$ cat src/rtl/lfsr_prng_stream_if.sv
// lfsr_prng_stream_if
//   Stream channel carrying pseudo-random words from the generator to its consumer.
//   Signals:
//     m_tvalid  producer -> consumer  word valid
//     m_tready  consumer -> producer  consumer ready
//     m_tdata   producer -> consumer  random word, WIDTH bits
//   Modports: master (generator side), slave (consumer side).
`timescale 1ns/1ps
interface lfsr_prng_stream_if #(
   parameter int WIDTH = 32
) ();
   logic             m_tvalid;
   logic             m_tready;
   logic [WIDTH-1:0] m_tdata;

   modport master (
      output m_tvalid,
      output m_tdata,
      input  m_tready
   );

   modport slave (
      input  m_tvalid,
      input  m_tdata,
      output m_tready
   );
endinterface

$ cat src/rtl/lfsr_prng_stream.sv
// lfsr_prng_stream
//   Fibonacci-LFSR pseudo-random word generator with a valid/ready output stage.
//   Each output word is the LFSR state after STEPS shifts; the word counter
//   tracks words produced since reset or the last seed load.
//   Ports:
//     ACLK        in   clock, rising edge
//     ARESETn     in   asynchronous active-low reset
//     enable      in   1 = generate words, 0 = paused
//     seed_load   in   one-cycle strobe, load seed_value (highest priority)
//     seed_value  in   runtime seed, WIDTH bits
//     m_axis      master modport of lfsr_prng_stream_if (m_tvalid/m_tready/m_tdata)
//     word_count  out  words produced, wraps mod 2^CNT_W
//     lockup      out  one-cycle pulse: zero seed rejected, SEED substituted
`timescale 1ns/1ps
module lfsr_prng_stream #(
   parameter int               WIDTH = 32,
   parameter logic [WIDTH-1:0] TAPS  = 32'h80200003,
   parameter logic [WIDTH-1:0] SEED  = 32'h0000ACE1,
   parameter int               STEPS = 1,
   parameter int               CNT_W = 32
) (
   input  logic                ACLK,
   input  logic                ARESETn,
   input  logic                enable,
   input  logic                seed_load,
   input  logic [WIDTH-1:0]    seed_value,
   lfsr_prng_stream_if.master  m_axis,
   output logic [CNT_W-1:0]    word_count,
   output logic                lockup
);

   localparam logic [0:0] ST_EMPTY = 1'b0;
   localparam logic [0:0] ST_FULL  = 1'b1;

   // Reject parameter sets that cannot produce a usable sequence.
   if (WIDTH < 3 || WIDTH > 64) begin : g_bad_width
      $error("lfsr_prng_stream: WIDTH must be in 3..64");
   end
   if (STEPS < 1 || STEPS > WIDTH) begin : g_bad_steps
      $error("lfsr_prng_stream: STEPS must be in 1..WIDTH");
   end
   if (SEED == {WIDTH{1'b0}}) begin : g_bad_seed
      $error("lfsr_prng_stream: SEED must be nonzero");
   end
   if (TAPS == {WIDTH{1'b0}}) begin : g_bad_taps
      $error("lfsr_prng_stream: TAPS must be nonzero");
   end

   // STEPS shifts unrolled into one combinational cone.
   function automatic logic [WIDTH-1:0] lfsr_next(input logic [WIDTH-1:0] cur);
      logic [WIDTH-1:0] v;
      v = cur;
      for (int i = 0; i < STEPS; i++) begin
         v = {v[WIDTH-2:0], ^(v & TAPS)};
      end
      return v;
   endfunction

   logic [WIDTH-1:0] state_r;
   logic [WIDTH-1:0] state_d_s;
   logic [WIDTH-1:0] tdata_r;
   logic [WIDTH-1:0] tdata_d_s;
   logic [0:0]       fsm_r;
   logic [0:0]       fsm_d_s;
   logic [CNT_W-1:0] count_r;
   logic [CNT_W-1:0] count_d_s;
   logic             lockup_r;
   logic             lockup_d_s;
   logic [WIDTH-1:0] stepped_s;
   logic [WIDTH-1:0] next_s;
   logic             advance_s;

   // Next-state logic: seed load beats advance, advance beats drain/hold.
   always_comb begin
      stepped_s  = lfsr_next(state_r);
      // Tap masks without the MSB set can shift a nonzero state into all-zero;
      // fall back to SEED so the generator never locks up.
      if (stepped_s == {WIDTH{1'b0}}) begin
         next_s = SEED;
      end else begin
         next_s = stepped_s;
      end
      advance_s  = enable && ((fsm_r == ST_EMPTY) || m_axis.m_tready);
      state_d_s  = state_r;
      tdata_d_s  = tdata_r;
      fsm_d_s    = fsm_r;
      count_d_s  = count_r;
      lockup_d_s = 1'b0;
      if (seed_load) begin
         fsm_d_s   = ST_EMPTY;
         count_d_s = {CNT_W{1'b0}};
         if (seed_value == {WIDTH{1'b0}}) begin
            state_d_s  = SEED;
            lockup_d_s = 1'b1;
         end else begin
            state_d_s  = seed_value;
         end
      end else if (advance_s) begin
         state_d_s = next_s;
         tdata_d_s = next_s;
         fsm_d_s   = ST_FULL;
         count_d_s = count_r + CNT_W'(1);
      end else begin
         // Not advancing while FULL and ready means enable is low: drain.
         case (fsm_r)
            ST_FULL: begin
               if (m_axis.m_tready) begin
                  fsm_d_s = ST_EMPTY;
               end else begin
                  fsm_d_s = ST_FULL;
               end
            end
            ST_EMPTY: fsm_d_s = ST_EMPTY;
            default:  fsm_d_s = ST_EMPTY;
         endcase
      end
   end

   // State, output and counter registers with asynchronous reset.
   always_ff @(posedge ACLK or negedge ARESETn) begin
      if (!ARESETn) begin
         state_r  <= SEED;
         tdata_r  <= {WIDTH{1'b0}};
         fsm_r    <= ST_EMPTY;
         count_r  <= {CNT_W{1'b0}};
         lockup_r <= 1'b0;
      end else begin
         state_r  <= state_d_s;
         tdata_r  <= tdata_d_s;
         fsm_r    <= fsm_d_s;
         count_r  <= count_d_s;
         lockup_r <= lockup_d_s;
      end
   end

   assign m_axis.m_tvalid = (fsm_r == ST_FULL);
   assign m_axis.m_tdata  = tdata_r;
   assign word_count      = count_r;
   assign lockup          = lockup_r;

endmodule

$ cat src/flat_wrapper.sv
// flat-port wrapper written by rule: the top's interface ports become plain ports
module lfsr_prng_stream_flat 
#(
   parameter int               WIDTH = 32,
   parameter logic [WIDTH-1:0] TAPS  = 32'h80200003,
   parameter logic [WIDTH-1:0] SEED  = 32'h0000ACE1,
   parameter int               STEPS = 1,
   parameter int               CNT_W = 32
)
  (ACLK, ARESETn, enable, seed_load, seed_value, word_count, lockup, m_axis_m_tvalid, m_axis_m_tdata, m_axis_m_tready);
  lfsr_prng_stream_if #(.WIDTH(WIDTH)) m_axis_i ();
  input  logic ACLK;
  input  logic ARESETn;
  input  logic enable;
  input  logic seed_load;
  input  logic [WIDTH-1:0] seed_value;
  output logic [CNT_W-1:0] word_count;
  output logic lockup;
  output wire logic [$bits(m_axis_i.m_tvalid)-1:0] m_axis_m_tvalid;
  output wire logic [$bits(m_axis_i.m_tdata)-1:0] m_axis_m_tdata;
  input wire logic [$bits(m_axis_i.m_tready)-1:0] m_axis_m_tready;
  assign m_axis_m_tvalid = m_axis_i.m_tvalid;
  assign m_axis_m_tdata = m_axis_i.m_tdata;
  assign m_axis_i.m_tready = m_axis_m_tready;
  lfsr_prng_stream #(.WIDTH(WIDTH), .TAPS(TAPS), .SEED(SEED), .STEPS(STEPS), .CNT_W(CNT_W)) u_core (.ACLK(ACLK), .ARESETn(ARESETn), .enable(enable), .seed_load(seed_load), .seed_value(seed_value), .m_axis(m_axis_i), .word_count(word_count), .lockup(lockup));
endmodule
$ cat config.mk
export PLATFORM = sky130hd
export DESIGN_NAME = lfsr_prng_stream_flat
export DESIGN_NICKNAME = d
export VERILOG_FILES = /design/src/rtl/lfsr_prng_stream_if.sv /design/src/rtl/lfsr_prng_stream.sv /design/src/flat_wrapper.sv
export SDC_FILE = /design/constraint.sdc
export NUM_CORES = 1
export LEC_CHECK = 0
export ABC_AREA = 1
export CAP_MARGIN = 10
export CORE_ASPECT_RATIO = 0.8
export CORE_UTILIZATION = 40
export CTS_CLUSTER_DIAMETER = 30
export DETAILED_ROUTE_END_ITERATION = 6
export PLACE_DENSITY = 0.65
export SLEW_MARGIN = 20
export SYNTH_ARGS = -nofsm -noshare
export SYNTH_HDL_FRONTEND = slang
export SYNTH_SLANG_ARGS = --single-unit
$ cat constraint.sdc
create_clock -name ACLK -period 1.95 [get_ports ACLK]
set_input_delay 0.585 -clock ACLK [delete_from_list [all_inputs] [get_ports ACLK]]
set_output_delay 0.585 -clock ACLK [all_outputs]
set_load 0.03 [all_outputs]
Word-level counts from Yosys, hierarchy flattened
Cells that the tools add are included.

$add $sub $neg: 1. $mul: 0. Divide/modulo/power cells: 0. Magnitude comparators: 0. Eq/ne operators: 0. Shift-type cells: 0. Muxes and demuxes: 12. Bitwise operators: 2. Reductions and logical operators: 7.

Operators by type and width (count): two-way mux 32 bit (6); logical NOT 32 bit (2); adder 32 x 1 -> 32 bit (second input constant) (1); XOR reduction 32 bit (1); two-way mux 1 bit (5); inverter 1 bit (2); one-hot mux 1 bit (2 select lines) (1); AND reduction 2 bit (1); nonzero test 2 bit (1); logical AND 1 bit (1); logical OR 1 bit (1).

Register bits after elaboration: 98. Bits in latches: 0. Memory bits (writable): 0. Memory bits (read-only): 0. Bits of input ports: 37. Output and inout bits: 66. Memories kept: 0.

Longest topological paths before layout
Depth after elaboration: 5. Gate-level depth with buffers: 10. Depth with buffers taken out: 10.

Worst setup path before layout
No wires, ideal clock.

Kind: flip-flop to flip-flop. Start point: register u_core.count_r[0] (netlist: u_core.word_count[0]). End point: register u_core.count_r[18] (netlist: u_core.word_count[18]). Setup time: 0.118 ns. Data arrival time: 1.513 ns. Required time: 1.832 ns. Path slack: 0.319 ns. Cell stages (with the launch flop): 11. Period minus slack after synthesis: 1.631 ns. Path through: dfrtp_1 > ha_1 > nand3_2 > inv_1 > nand2_1 > nor2_2 > nand2_1 > nor2_1 > nand2_1 > nand2_1 > nor2_1.

Longest elaborated chain between the ends: 3.

RTL lines: start, declared (RTL line lfsr_prng_stream.sv:65) `logic [CNT_W-1:0] count_r;`; start signal, assigned (RTL line lfsr_prng_stream.sv:125) `count_r <= {CNT_W{1'b0}};`; start signal, assigned (RTL line lfsr_prng_stream.sv:131) `count_r <= count_d_s;`; adder 32 x 1 -> 32 bit (RTL line lfsr_prng_stream.sv:102) `count_d_s = count_r + CNT_W'(1);`; two-way mux 32 bit (RTL line lfsr_prng_stream.sv:98) `end else if (advance_s) begin`; two-way mux 32 bit (RTL line lfsr_prng_stream.sv:89) `if (seed_load) begin`.

No other way between the ends. The select of a mux whose other input is x is not followed. A chain may end at the register's enable or synchronous reset.

Worst setup path after layout
Start point: register u_core.lockup_r (netlist: u_core.lockup). End point: output lockup.

RTL lines: start, declared (RTL line lfsr_prng_stream.sv:67) `logic lockup_r;`; start signal, assigned (RTL line lfsr_prng_stream.sv:132) `lockup_r <= lockup_d_s;`; end, declared (RTL line flat_wrapper.sv:18) `output logic lockup;`.

No word-level cell between the ends.

==> flow_summary.yaml <==
synth:
  syn_area_per_cell_um2: 7.492
  mappedNetlistNets: 681
  syn-cell-area_um2: 4817
  syn_inst: 643
  synth-edff-count: 0
  synth_sequential_area_ratio_pct: 51.12
  yosys_warnings: 0
  yosys-top-cells-area: "dfrtp_1, nand2_1, nor2_1"
  async_reset_ff_share_pct: 100.0
  number_of_synthesized_register_bits: 98
  synth_top_area_cell: "dfrtp_1"
  synth_cell_types: 31
  netlist.area_leader.share_pct: 46.75
  postSynth.topFlopCell: "dfrtp_1"
floorplan:
  design.core.area_um2: 11600
  die_width_um: 124.7
  starting_utilization_of_the_core_area_pct: 41.51
  die_ar_um2: 12490
  rows: 35
  die_height_um: 100.2
  top_level_ports: 103
power_and_ir_drop:
  vdd_drop_max_mv: 0.5433
  power.density_cell_area_nw_per_um2: 791.4
  finalPower_mw: 5.160
  lkg_pwr_nw: 3.425
grt:
  overflow: 0
  vias_in_the_first_global_route: 4481
  maximum_number_of_pins_on_one_net_before_global_route_repair: 36
  grt_util_all_layers_pct: 22.49
  antenna_found_initial: 0
  grt_first_pass_wirelength_um: 22070
worst_setup_path:
  cp_num_buf_inv: 1
  cp-startpoint: "u_core.lockup"
  critical_path.reg2reg.startpoint: "u_core.word_count[12]"
  timing_worst_setup_path_type: "reg -> out"
  timing.critical_path.slowest_stage_cell: "clkdlybuf4s50_1"
  crit-reg2reg-capture: "u_core.word_count[21]"
  cp_cell_sequence: "clkdlybuf4s50_1"
  max_stage_delay_ns: 0.66
  end_kind: "output pin"
  largest_fanout_on_the_critical_path: 1
  reg2reg_depth: 8
  reg2reg_setup_slack_ns: 0.29
  crit_family: "buffers and inverters"
  cp_num_cells: 1
  startpoint_types: "register"
  critPathArrivalTime_ns: 1.32
  worst_setup_path_endpoint: "lockup"
  worst_ep_required_time_ns: 1.36
cells_and_area:
  postLayoutCellArea_um2: 6520
  drive_gt1_share_pct: 9.859
  diodes: 0
  syn2layout_area_growth_pct: 35.35
  layout.core_utilization_pct: 56.18
  nNetsFinal: 814
routing:
  vias_per_cell: 4.963
  wirelength_met1_um: 6571
  drt_wl_total_um: 13390
  met3WireLength_um: 747
  uppermost_signal_routing_layer_after_detailed_routing: "met4"
  drtPass1Iterations: 5
  detailedRoute.firstIterationViolations: 258
  route.detailed.wl_per_inst_um: 14.42
  wl_met2_um: 5964
  drt.antenna.violating_nets: 0
  drt_drc_violations_left: 0
  via_count: 4611
cts:
  worst_skew_pair.late_latency_ns: 0.34
  clock_tree.root_cell: "clkbuf_16"
  post-cts-setup-buffers: 0
  cts.hold.buffers_added: 0
  cts.reportedPaths.clkPinSlew_ns: 0.07
  cts_made_buffers: 9
  clock_tree.htree_level_count: 3
  cts_max_path_buffers: 2
  tritoncts_num_sinks: 98
  clock_tree_from_tritoncts: "built"
sta:
  worst_clock_skew_ns: 0.007142
  final-setup-viol-count: 0
  finalCriticalPeriod_ns: 1.905
  finalHoldViolations: 0
  timing.max_slew.rel_slack_pct: 69.41
  worst_setup_slack_final_ns: 0.04451
  final.period_utilization_pct: 97.72
  top_achievable_clock_speed_ghz: 0.5248
  totalNegativeSetupSlack_ns: 0
  worst_slew_pin_slew_ns: 0.4589
  timing.final.max_slew_violations: 0
  rsz0062_at_grt: "no"
placed_design:
  cell_area_after_placement_um2: 6281
  place.gp.congestion: 0.9469
  dpl_worst_slack_ns: -0.2207
  place.port_buffers: 102
  hpwl_um: 10030
outcome:
  outcome: "finished, final reports clean"
hold_path:
  holdCritPathClass: "in -> async"
job:
  maxCapViolations: 0
-- power breakdown --
part / internal [mW] / switching [mW]
clock: 1.00 / 0.794
sequential: 2.24 / 0.122
combinational: 0.374 / 0.625
total: 3.62 / 1.54
-- routing by layer --
layer / vias to the layer above / GRT usage (%)
met2: 147 / 34.89
met3: 8 / 4.424
met4: 0 / 5.375
li1: 2303 / -
met5: - / 0
met1: 2153 / 32.45
-- area by class of cell --
type                       instances  area, um^2
inverter                          67       251.5
multi-input combinational        461        2024
timing repair buffer             139        1297
clock buffer                       9       225.2
clock inverter                     7       73.82
tap                              148       185.2
fill                            1101        5085
sequential                        98        2462
-- through the flow --
step,instances,hold WS [ns]
after floorplan,643,0.2894
after global placement,913,0.4544
after detailed placement,913,0.4573
after CTS,929,0.1964
after global routing,929,0.2129
final,929,0.1897
-- sequential cells by signal, summed over array words and instances, names as in the netlist --
name                    count
u_core.m_axis.m_tvalid      1
u_core.state_r             32
u_core.lockup               1
u_core.m_axis.m_tdata      32
u_core.word_count          32
-- cell usage after synthesis, types with 2 or more instances --
master	instances
nand2_1	244
nor2_1	82
clkbuf_1	5
nor2_4	2
o211ai_1	9
o21ai_0	13
nor3_1	13
inv_2	2
nor2_2	6
buf_2	9
a21oi_1	18
xnor2_1	2
o221ai_1	3
o22ai_1	5
inv_1	65
dfstp_2	8
nand2_2	3
nand3_1	41
buf_4	2
nand4_1	9
a31oi_1	3
dfrtp_1	90
-- layout by cell type (no fill, tap or decap), types with 2 or more instances in the layout --
| cell | count |
|---|---|
| nand3_1 | 41 |
| buf_4 | 32 |
| nor2_1 | 82 |
| o221ai_1 | 3 |
| xnor2_1 | 2 |
| o21ai_0 | 13 |
| nand4_1 | 9 |
| dfrtp_1 | 90 |
| dfstp_2 | 8 |
| nor3_1 | 13 |
| clkinv_2 | 2 |
| a31oi_1 | 3 |
| clkdlybuf4s50_1 | 36 |
| dlymetal6s2s_1 | 2 |
| buf_12 | 6 |
| clkbuf_16 | 9 |
| inv_2 | 2 |
| o22ai_1 | 5 |
| o211ai_1 | 9 |
| nand2_1 | 244 |
| nor2_2 | 4 |
| nor2_4 | 4 |
| inv_6 | 3 |
| dlygate4sd2_1 | 63 |
| a21oi_1 | 17 |
| nand2_2 | 3 |
| inv_1 | 65 |
-- what timing repair did --
item	in CTS	in global routing
gates resized for setup	63	5
pin swaps	0	0
cloned	0	0
endpoints found under the setup margin	63	5
-- cell families after synthesis --
family / synth area share [%]
AND/OR/NAND/NOR: 34.47
flip-flops: 51.12
buffers and inverters: 7.143
AO/OA/AOI/OAI: 6.649
XOR/XNOR: 0.3637
adder cells (fa/ha/maj): 0.2597
-- worst min path at each step --
| stage | slack, ns | end | cells after the start |
|---|---|---|---|
| after CTS | 0.20 | u_core.word_count[22] | 1 |
| after floorplan | 0.29 | u_core.lockup | 0 |
| after detailed placement | 0.46 | u_core.m_axis.m_tdata[31] | 2 |
| after global placement | 0.45 | u_core.m_axis.m_tdata[25] | 2 |
| final | 0.19 | u_core.word_count[26] | 1 |
| after global routing | 0.21 | u_core.word_count[26] | 1 |
Note: power is estimated with default switching activity, not from simulation.
